--- src/rtl/ex_div_pkg.sv ---
// Shared encodings for the EX-stage iterative divider.
package ex_div_pkg;

  localparam int DIV_DATA_W = 32;
  localparam int DIV_RD_W   = 5;

  typedef enum logic [1:0] {
    DIV_OP_DIV  = 2'b00,
    DIV_OP_DIVU = 2'b01,
    DIV_OP_REM  = 2'b10,
    DIV_OP_REMU = 2'b11
  } div_op_e;

  typedef enum logic [1:0] {
    DIV_IDLE = 2'b00,
    DIV_CALC = 2'b01,
    DIV_DONE = 2'b10
  } div_state_e;

  // Signed variants need absolute values on entry and a sign fix on exit.
  function automatic logic op_is_signed(input div_op_e op);
    return (op == DIV_OP_DIV) || (op == DIV_OP_REM);
  endfunction

  // Remainder variants return the remainder instead of the quotient.
  function automatic logic op_is_rem(input div_op_e op);
    return (op == DIV_OP_REM) || (op == DIV_OP_REMU);
  endfunction

endpackage

--- src/rtl/ex_div_div_step.sv ---
// One restoring shift-subtract iteration on unsigned magnitudes.
module div_step
  import ex_div_pkg::*;
#(
  parameter int DATA_W = DIV_DATA_W
) (
  input  logic [DATA_W-1:0] rem_i,
  input  logic [DATA_W-1:0] quot_i,
  input  logic [DATA_W-1:0] dvsr_i,
  output logic [DATA_W-1:0] rem_o,
  output logic [DATA_W-1:0] quot_o
);

  logic [DATA_W:0] rem_sh;
  logic [DATA_W:0] diff;

  // Shift the next dividend bit into the partial remainder and trial-subtract;
  // the extra top bit of diff is the borrow that decides restore vs keep.
  always_comb begin
    rem_sh = {rem_i, quot_i[DATA_W-1]};
    diff   = rem_sh - {1'b0, dvsr_i};
    if (!diff[DATA_W]) begin
      rem_o  = diff[DATA_W-1:0];
      quot_o = {quot_i[DATA_W-2:0], 1'b1};
    end else begin
      rem_o  = rem_sh[DATA_W-1:0];
      quot_o = {quot_i[DATA_W-2:0], 1'b0};
    end
  end

endmodule

--- src/rtl/ex_div.sv ---
// Iterative RV32M divider (DIV/DIVU/REM/REMU) for the EX stage. Requests a
// pipeline stall while busy and presents the result for one cycle when done.
module ex_div
  import ex_div_pkg::*;
#(
  parameter int DATA_W = DIV_DATA_W,
  parameter int RD_W   = DIV_RD_W
) (
  input  logic              clk_100MHz,
  input  logic              arst_n,
  input  logic              start_i,
  input  logic [1:0]        op_i,
  input  logic [DATA_W-1:0] dividend_i,
  input  logic [DATA_W-1:0] divisor_i,
  input  logic [RD_W-1:0]   rd_addr_i,
  input  logic              hold_i,
  input  logic              flush_i,
  output logic              div_hold_o,
  output logic              done_o,
  output logic              wr_ena_o,
  output logic [DATA_W-1:0] result_o,
  output logic [RD_W-1:0]   rd_addr_o
);

  localparam int                CNT_W    = $clog2(DATA_W);
  localparam logic [CNT_W-1:0]  CNT_LAST = CNT_W'(DATA_W - 1);
  localparam logic [DATA_W-1:0] MIN_VAL  = {1'b1, {(DATA_W-1){1'b0}}};

  div_state_e        state_q, state_d;
  logic [CNT_W-1:0]  cnt_q, cnt_d;
  div_op_e           op_q, op_d;
  logic [RD_W-1:0]   rd_q, rd_d;
  logic              neg_quot_q, neg_quot_d;
  logic              neg_rem_q, neg_rem_d;
  logic [DATA_W-1:0] rem_q, rem_d;
  logic [DATA_W-1:0] quot_q, quot_d;
  logic [DATA_W-1:0] dvsr_q, dvsr_d;
  logic [DATA_W-1:0] result_q, result_d;

  logic signed [DATA_W-1:0] dividend_s;
  logic signed [DATA_W-1:0] divisor_s;
  logic [DATA_W-1:0]        step_rem;
  logic [DATA_W-1:0]        step_quot;
  div_op_e                  op_in;
  logic                     in_signed;
  logic                     dividend_neg;
  logic                     divisor_neg;

  // Two's complement negation; MIN_VAL maps onto itself, which is exactly the
  // unsigned magnitude the iteration needs for -2^(DATA_W-1).
  function automatic logic [DATA_W-1:0] neg2c(input logic [DATA_W-1:0] v);
    return (~v) + DATA_W'(1);
  endfunction

  function automatic logic [DATA_W-1:0] abs_val(input logic [DATA_W-1:0] v,
                                                input logic is_neg);
    return is_neg ? neg2c(v) : v;
  endfunction

  // Quotient negated when operand signs differ; remainder follows the dividend.
  function automatic logic [DATA_W-1:0] sign_fix(input div_op_e op,
                                                 input logic [DATA_W-1:0] q,
                                                 input logic [DATA_W-1:0] r,
                                                 input logic nq,
                                                 input logic nr);
    if (op_is_rem(op)) return nr ? neg2c(r) : r;
    return nq ? neg2c(q) : q;
  endfunction

  assign op_in        = div_op_e'(op_i);
  assign in_signed    = op_is_signed(op_in);
  assign dividend_s   = $signed(dividend_i);
  assign divisor_s    = $signed(divisor_i);
  assign dividend_neg = in_signed && (dividend_s < $signed(DATA_W'(0)));
  assign divisor_neg  = in_signed && (divisor_s < $signed(DATA_W'(0)));

  div_step #(.DATA_W(DATA_W)) u_step (
    .rem_i  (rem_q),
    .quot_i (quot_q),
    .dvsr_i (dvsr_q),
    .rem_o  (step_rem),
    .quot_o (step_quot)
  );

  // Stall in the start cycle and throughout the iteration; a flush releases it.
  assign div_hold_o = ~flush_i &
                      (((state_q == DIV_IDLE) & start_i) | (state_q == DIV_CALC));
  assign done_o     = (state_q == DIV_DONE) & ~flush_i;
  assign wr_ena_o   = done_o;
  assign result_o   = result_q;
  assign rd_addr_o  = rd_q;

  // Next-state and datapath: flush beats hold, hold freezes everything.
  always_comb begin
    state_d    = state_q;
    cnt_d      = cnt_q;
    op_d       = op_q;
    rd_d       = rd_q;
    neg_quot_d = neg_quot_q;
    neg_rem_d  = neg_rem_q;
    rem_d      = rem_q;
    quot_d     = quot_q;
    dvsr_d     = dvsr_q;
    result_d   = result_q;
    if (flush_i) begin
      state_d = DIV_IDLE;
      cnt_d   = '0;
    end else if (!hold_i) begin
      case (state_q)
        DIV_IDLE: begin
          if (start_i) begin
            op_d       = op_in;
            rd_d       = rd_addr_i;
            neg_quot_d = dividend_neg ^ divisor_neg;
            neg_rem_d  = dividend_neg;
            dvsr_d     = abs_val(divisor_i, divisor_neg);
            rem_d      = '0;
            quot_d     = abs_val(dividend_i, dividend_neg);
            cnt_d      = '0;
            if (divisor_i == '0) begin
              state_d  = DIV_DONE;
              result_d = op_is_rem(op_in) ? dividend_i : '1;
            end else if (in_signed && (dividend_i == MIN_VAL) && (divisor_i == '1)) begin
              state_d  = DIV_DONE;
              result_d = op_is_rem(op_in) ? '0 : MIN_VAL;
            end else begin
              state_d  = DIV_CALC;
            end
          end
        end
        DIV_CALC: begin
          rem_d  = step_rem;
          quot_d = step_quot;
          cnt_d  = cnt_q + CNT_W'(1);
          if (cnt_q == CNT_LAST) begin
            state_d  = DIV_DONE;
            cnt_d    = '0;
            result_d = sign_fix(op_q, step_quot, step_rem, neg_quot_q, neg_rem_q);
          end
        end
        DIV_DONE: begin
          state_d = DIV_IDLE;
        end
        default: begin
          state_d = DIV_IDLE;
        end
      endcase
    end
  end

  // State, datapath and registered outputs.
  always_ff @(posedge clk_100MHz or negedge arst_n) begin
    if (!arst_n) begin
      state_q    <= DIV_IDLE;
      cnt_q      <= '0;
      op_q       <= DIV_OP_DIV;
      rd_q       <= '0;
      neg_quot_q <= 1'b0;
      neg_rem_q  <= 1'b0;
      rem_q      <= '0;
      quot_q     <= '0;
      dvsr_q     <= '0;
      result_q   <= '0;
    end else begin
      state_q    <= state_d;
      cnt_q      <= cnt_d;
      op_q       <= op_d;
      rd_q       <= rd_d;
      neg_quot_q <= neg_quot_d;
      neg_rem_q  <= neg_rem_d;
      rem_q      <= rem_d;
      quot_q     <= quot_d;
      dvsr_q     <= dvsr_d;
      result_q   <= result_d;
    end
  end

endmodule

--- config.mk ---
export PLATFORM = sky130hd
export DESIGN_NAME = ex_div
export DESIGN_NICKNAME = d
export VERILOG_FILES = /design/src/rtl/ex_div_pkg.sv /design/src/rtl/ex_div_div_step.sv /design/src/rtl/ex_div.sv
export SDC_FILE = /design/constraint.sdc
export NUM_CORES = 1
export LEC_CHECK = 0
export BUFFER_PORTS_ARGS = -buffer_cell sky130_fd_sc_hd__buf_2
export CORE_ASPECT_RATIO = 2
export CORE_MARGIN = 2
export CORE_UTILIZATION = 31
export CTS_BUF_LIST = sky130_fd_sc_hd__clkbuf_8
export DETAILED_ROUTE_END_ITERATION = 8
export HOLD_SLACK_MARGIN = 0.06
export PLACE_DENSITY = 0.53
export SLEW_MARGIN = 20
export SYNTH_ARGS = -nofsm -noshare
export SYNTH_HDL_FRONTEND = slang
export SYNTH_SLANG_ARGS = --single-unit
--- constraint.sdc ---
create_clock -name clk_100MHz -period 7.9 [get_ports clk_100MHz]
set_input_delay 1.185 -clock clk_100MHz [delete_from_list [all_inputs] [get_ports clk_100MHz]]
set_output_delay 1.185 -clock clk_100MHz [all_outputs]
set_load 0.02 [all_outputs]
Word level (Yosys, flattened, before mapping)
Cells that the tools add are included.
{"block": "totals", "register_bits": 144, "inputBits": 76, "output_inout_bits": 40, "wordCells": 97}
{"block": "classes", "addsub": 6, "magnitude_cmp": 2, "eq_ne": 15, "mux": 36, "n_bitwise": 11, "reduce_logical": 17}
{"op": "32-bit two-way mux", "n": 15}
{"op": "32-bit one-hot mux with 2 select lines", "n": 3}
{"op": "32-bit by 1-bit adder with 32-bit output, second input constant", "n": 4}
{"op": "32-bit inverter", "n": 4}
{"op": "32-bit equality test, second input constant", "n": 2}
{"op": "32-bit by 1-bit < comparator with 1-bit output, second input constant", "n": 2}
{"op": "33-bit by 32-bit subtractor with 33-bit output", "n": 1}
{"op": "32-bit zero test", "n": 1}
{"op": "5-bit two-way mux", "n": 4}
{"op": "2-bit two-way mux", "n": 6}
{"op": "2-bit equality test, second input constant", "n": 5}
{"op": "5-bit one-hot mux with 2 select lines", "n": 1}
{"op": "4-bit AND reduction", "n": 2}
{"op": "1-bit two-way mux", "n": 6}
{"op": "3-bit AND reduction", "n": 2}
{"op": "6-bit AND reduction", "n": 1}
{"op": "5-bit by 1-bit adder with 5-bit output, second input constant", "n": 1}
{"op": "5-bit equality test, second input constant", "n": 1}
{"op": "1-bit logical AND", "n": 4}
{"op": "2-bit zero test", "n": 2}
{"op": "2-bit by 1-bit != test with 1-bit output, second input constant", "n": 2}
{"op": "2-bit one-hot mux with 2 select lines", "n": 1}
{"op": "1-bit AND", "n": 3}
{"op": "1-bit logical OR", "n": 3}
{"op": "10 further kinds", "n": 11}

Logic depth before layout (Yosys ltp)
{"block": "logic_depth", "ltp_word": 10, "ltp_mapped": 24, "depth_no_buf": 21}

Modules after synthesis
Synthesis repeated with hierarchy kept, for this count alone.
{"block": "unflattened", "hier_cells": 1452, "area_unflattened_um2": 11851.4}
{"module": "ex_div", "instances": 1, "cells_each": 1115, "area_each_um2": 9252.6, "seq_area_each_um2": 3578.4}
{"module": "div_step", "instances": 1, "cells_each": 337, "area_each_um2": 2598.7, "seq_area_each_um2": 0.0}

Worst setup path before layout
OpenSTA, ideal clock, no wires.
{"block": "synth_path", "path_kind": "register to register", "from": "reg quot_q[31]", "to": "reg result_q[28] (netlist: result_o[28])", "setup_time_ps": 86, "arrival_ps": 5197, "required_ps": 7814, "slack_ps": 2617, "path_stages_with_launch": 23, "path_buffers": 3, "period_less_slack_ps": 5283, "path_cell_list": "dfrtp_1 inv_1 ha_1 inv_1 fa_1 a211oi_2 o21a_4 a211oi_2 o2111a_2 nor3_2 nor2_4 clkinv_1 buf_1 buf_6 clkbuf_1 nor2_1 a21oi_1 ha_1 o2111ai_2 or3_1 or4b_1 o2111a_1 nor3_1"}
{"block": "synth_between", "elab_chain_len": 9, "word_cells_on_any_way": 13, "classes_between": "add/sub: 3; mux: 8; bitwise: 2"}
{"element": "start, declared", "line_no": "ex_div.sv:36", "source": "logic [DATA_W-1:0] quot_q, quot_d;"}
{"element": "start signal, assigned", "line_no": "ex_div.sv:172", "source": "quot_q <= quot_d;"}
{"element": "33-bit by 32-bit subtractor with 33-bit output", "line_no": "ex_div_div_step.sv:21", "source": "diff = rem_sh - {1'b0, dvsr_i};"}
{"element": "32-bit two-way mux", "line_no": "ex_div_div_step.sv:22", "source": "if (!diff[DATA_W]) begin"}
{"element": "32-bit inverter", "line_no": "ex_div.sv:52", "source": "return (~v) + DATA_W'(1);"}
{"element": "32-bit by 1-bit adder with 32-bit output", "line_no": "ex_div.sv:52"}
{"element": "32-bit two-way mux (2 in a row)", "line_no": "ex_div.sv:66", "source": "if (op_is_rem(op)) return nr ? neg2c(r) : r;"}
{"element": "32-bit two-way mux *", "line_no": "ex_div.sv:67", "source": "return nq ? neg2c(q) : q;"}
{"element": "32-bit two-way mux *", "line_no": "ex_div.sv:135", "source": "if (cnt_q == CNT_LAST) begin"}
{"element": "32-bit one-hot mux with 2 select lines *", "line_no": "ex_div.sv:109", "source": "case (state_q)"}
{"element": "end signal, assigned", "line_no": "ex_div.sv:174", "source": "result_q <= result_d;"}
{"element": "end, declared", "line_no": "ex_div.sv:38", "source": "logic [DATA_W-1:0] result_q, result_d;"}
Every way passes the cells marked *; elsewhere a longest branch is shown, timed or not. The select of a mux whose other input is x is not followed.
A chain may end at the register's enable or synchronous reset.

Worst setup path after layout
{"block": "layout_path", "from": "reg quot_q[31]", "to": "reg result_q[30] (netlist: result_o[30])"}
The elaborated chain is that of the path after synthesis.

==> impl_metrics.csv <==
group,metric,value,unit
clock_network,htree_levels,4,
clock_network,postCtsSetupBuffers,0,
setup_path,arrival,6.01,ns
clock_network,clockBufferDepth,2,
power,p_sw_share,46.6,%
placement,dpl.hpwl,33.7,mm
floorplanning,start_util,31.5,%
clock_network,clk-insertion-delay-late,0.52,ns
setup_path,path_cells,"inv_1, ha_1, inv_1, fa_1, a211oi_2, o21a_4, a211oi_2, o2111a_2, nor3_2, buf_4, nor2_4, clkinv_1, buf_4, nor2_1, a21oi_1, ha_1, o2111ai_2, a2111oi_2, nor4bb_1, mux2_2, o21ai_0",
synthesis,postSynthAreaPerCell,7.82,um2
synthesis,synthCells,1501,
grt,grt_max_degree,77,
synthesis,synth-async-reset-ratio,100,%
synthesis,yosysTopAreaCellShare,30.5,%
finish,drive_above_1_share,13.3,%
synthesis,synth_top_cell_by_area,"dfrtp_1",
drt,vias,11500,
grt,grtUsageTotal,22.2,%
power,max-vdd-ir-drop,0.163,mV
finish,final_util,35.2,%
floorplanning,ioPinCount,116,
synthesis,ys_ff_latch,143,
drt,drc_errors,0,
grt,antenna_found_initial,1,
power,seq_power_share,33.9,%
clock_network,ctsResizeCount,0,
drt,wl_per_cell,21.2,um
synthesis,ys.flop_type,"dfrtp_1",
drt,firstDrtPassIters,5,
setup_path,startpoint_type,"flop",
synthesis,synth.net_count,1617,
synthesis,mappedNetlistArea,11700,um2
drt,wirelength,43.5,mm
timing,slew_headroom,31.1,%
run_status,status,"completed",
synthesis,yosys_warnings,0,
finish,final_cell_area,13100,um2
timing,hold_viol_final,0,
setup_path,path_class,"flop to flop",
hold_path,min_path_cells,2,
clock_network,root_buffer,"clkbuf_8",
clock_network,cts_buffers,17,
setup_path,rr_worst_depth,21,
grt,grt_first_pass_wirelength,67.2,mm
finish,fillCellCount,3954,
clock_network,cts_hold_buf,0,
synthesis,synth_cell_types,77,
setup_path,rrSetupSlack,2.30,ns
timing,grt_setup_unrepaired,"no",
synthesis,synthTopCellsByArea,"dfrtp_1, o21ai_0, nand2_1, xnor2_1, a21oi_1",
timing,slew_viol_final,0,
floorplanning,die_y,279,um
timing,finalCritPeriodShare,70.9,%
drt,drt_iter0_drc,673,
timing,finalSetupViolations,0,
setup_path,crit_required,8.31,ns
power,p_int,1.76,mW
timing,holdWs,0.489,ns
synthesis,ys_seq_area_share,30.5,%
placement,dpl_cell_area,12700,um2
setup_path,slowest_delay,0.68,ns
clock_network,clock_sinks,143,
grt,grt_pass1_vias,11600,
timing,fin_crit,5.60,ns
clock_network,clk_pin_slew,0.09,ns
timing,finClkSkew,0.0184,ns
timing,fin_tns_setup,0,ns
finish,layout.cells.non_filler,2050,
clock_network,cts_tree,"built",
power,p_leak,5.63,nW
finish,area_growth,11.9,%
floorplanning,dieArea,39500,um2
placement,dp_cells,2017,
placement,portBuffers,115,
power,switching_power,1.54,mW
power,clockPowerShare,18.5,%
setup_path,cpMaxStageDelayCell,"a2111oi_2",
drt,ant_nets,0,
floorplanning,core.rowCount,100,
synthesis,synth_enable_flop_cells,0,
floorplanning,coreArea,37300,um2
timing,worst_slew_pin_slew,1.03,ns
grt,gr-total-overflow,0,
hold_path,hp-class,"flop to flop",
power,comb_power_share,47.6,%
power,power_density,252,nW/um2
setup_path,crit_fanout,33,
timing,max_freq,179,MHz
setup_path,endpoint_kind,"flop",
finish,nets,1693,
job,drv_cap,0,
placement,place_congestion,0.885,
drt,viasPerCell,5.62,
floorplanning,die_x,142,um
## stage by stage
stage          total power, mW  setup slack [ns]
2_1_floorplan             2.19              2.62
3_3_place_gp              2.68              2.40
3_5_place_dp              2.69              2.35
4_1_cts                   3.31              2.30
5_1_grt                   3.54              1.91
6_report                  3.30              2.30
## cell usage after synthesis, drive strengths merged, types with 4 or more instances
cell and n:
or3 22, nor2b 9, nand4 19, and3 6
nand2b 17, mux2 11, nor3 41, a21oi 129
a22o 7, o31ai 32, a211oi 15, o2111a 7
and2 10, xor2 56, nand3b 5, o21ai 200
nor2 113, or2 9, o2111ai 6, or4 13
nand3 8, o31a 4, dfrtp 143, o211ai 8
a31oi 10, o21a 15, mux2i 25, clkbuf 56
ha 39, o41ai 11, a21o 18, a31o 6
inv 52, nand2 197, a221o 5, xnor2 77
nor4 19, o21bai 7, buf 25, a221oi 10
## final timing paths
check,start,end
min in group asynchronous,arst_n,quot_q[27]$_DFFE_PN0P_
worst min-delay path,result_o[0]$_DFFE_PN0P_,result_o[0]$_DFFE_PN0P_
worst max register to register,quot_q[31]$_DFFE_PN0P_,result_o[30]$_DFFE_PN0P_
worst max-delay path,quot_q[31]$_DFFE_PN0P_,result_o[30]$_DFFE_PN0P_
max in group asynchronous,arst_n,quot_q[18]$_DFFE_PN0P_
worst min register to register,result_o[0]$_DFFE_PN0P_,result_o[0]$_DFFE_PN0P_
## power by group through the flow
stage	clock network (mW)	logic (mW)	registers, mW
6_report	0.611	1.57	1.12
5_1_grt	0.650	1.74	1.14
4_1_cts	0.625	1.57	1.12
3_5_place_dp	0	1.56	1.13
3_3_place_gp	0	1.55	1.13
2_1_floorplan	0	1.06	1.13
## metal layers
metal | vias up | track usage, % | wire, um
li1 | 5577 | - | -
met3 | 87 | 2.50 | 1340
met2 | 313 | 42.8 | 23900
met4 | 0 | 11.8 | 2250
met1 | 5534 | 23.1 | 15900
met5 | - | 0 | 0
## final cells by class
type / count / area (um2) / area share (%)
diodes: 1 / 2.50 / 0.0191
multi-input cells: 1222 / 7630 / 58.1
repair buffers: 138 / 754 / 5.75
flip-flops and latches: 143 / 3580 / 27.3
clock buffers: 18 / 248 / 1.89
clock inverters: 14 / 131 / 1.00
inverters: 55 / 206 / 1.57
well taps: 459 / 574 / 4.38
## placed cells by master (no fill, tap or decap), types with 22 or more instances in the layout
cell type | synthesis | layout
inv_1 | 52 | 52
o31ai_1 | 32 | 31
xnor2_1 | 77 | 77
buf_2 | 12 | 114
o21ai_0 | 191 | 191
xor2_1 | 56 | 56
nor2_1 | 112 | 112
ha_1 | 39 | 39
buf_4 | 6 | 23
a21oi_1 | 127 | 127
nor3_1 | 40 | 40
mux2i_1 | 25 | 25
dfrtp_1 | 143 | 143
nand2_1 | 197 | 197
or3_1 | 22 | 22
## logic make-up (layout without fill, tap and decap cells)
family / count (synthesis) / in the layout / synth area share, %
flops: 143 / 143 / 30.5
xor+xnor: 133 / 133 / 9.93
simple gates: 496 / 496 / 19.8
other cells: 0 / 1 / 0
fa+ha+maj: 40 / 40 / 4.33
mux: 36 / 36 / 3.19
buf+inv: 136 / 225 / 4.80
compound gates: 517 / 517 / 27.4
## critical path: cells and delay by family (launching register included)
family | cells | cell delay [ns]
compound gates | 8 | 2.35
fa+ha+maj | 3 | 0.86
buf+inv | 5 | 0.84
simple gates | 4 | 0.61
flops | 1 | 0.46
mux | 1 | 0.37
## state kept, by name, indices dropped and copies added (netlist names)
signal,cells
rem_q,32
neg_quot_q,1
state_q,2
quot_q,32
dvsr_q,32
rd_addr_o,5
result_o,32
neg_rem_q,1
cnt_q,5
op_q,1
(Power assumes the default switching activity.)
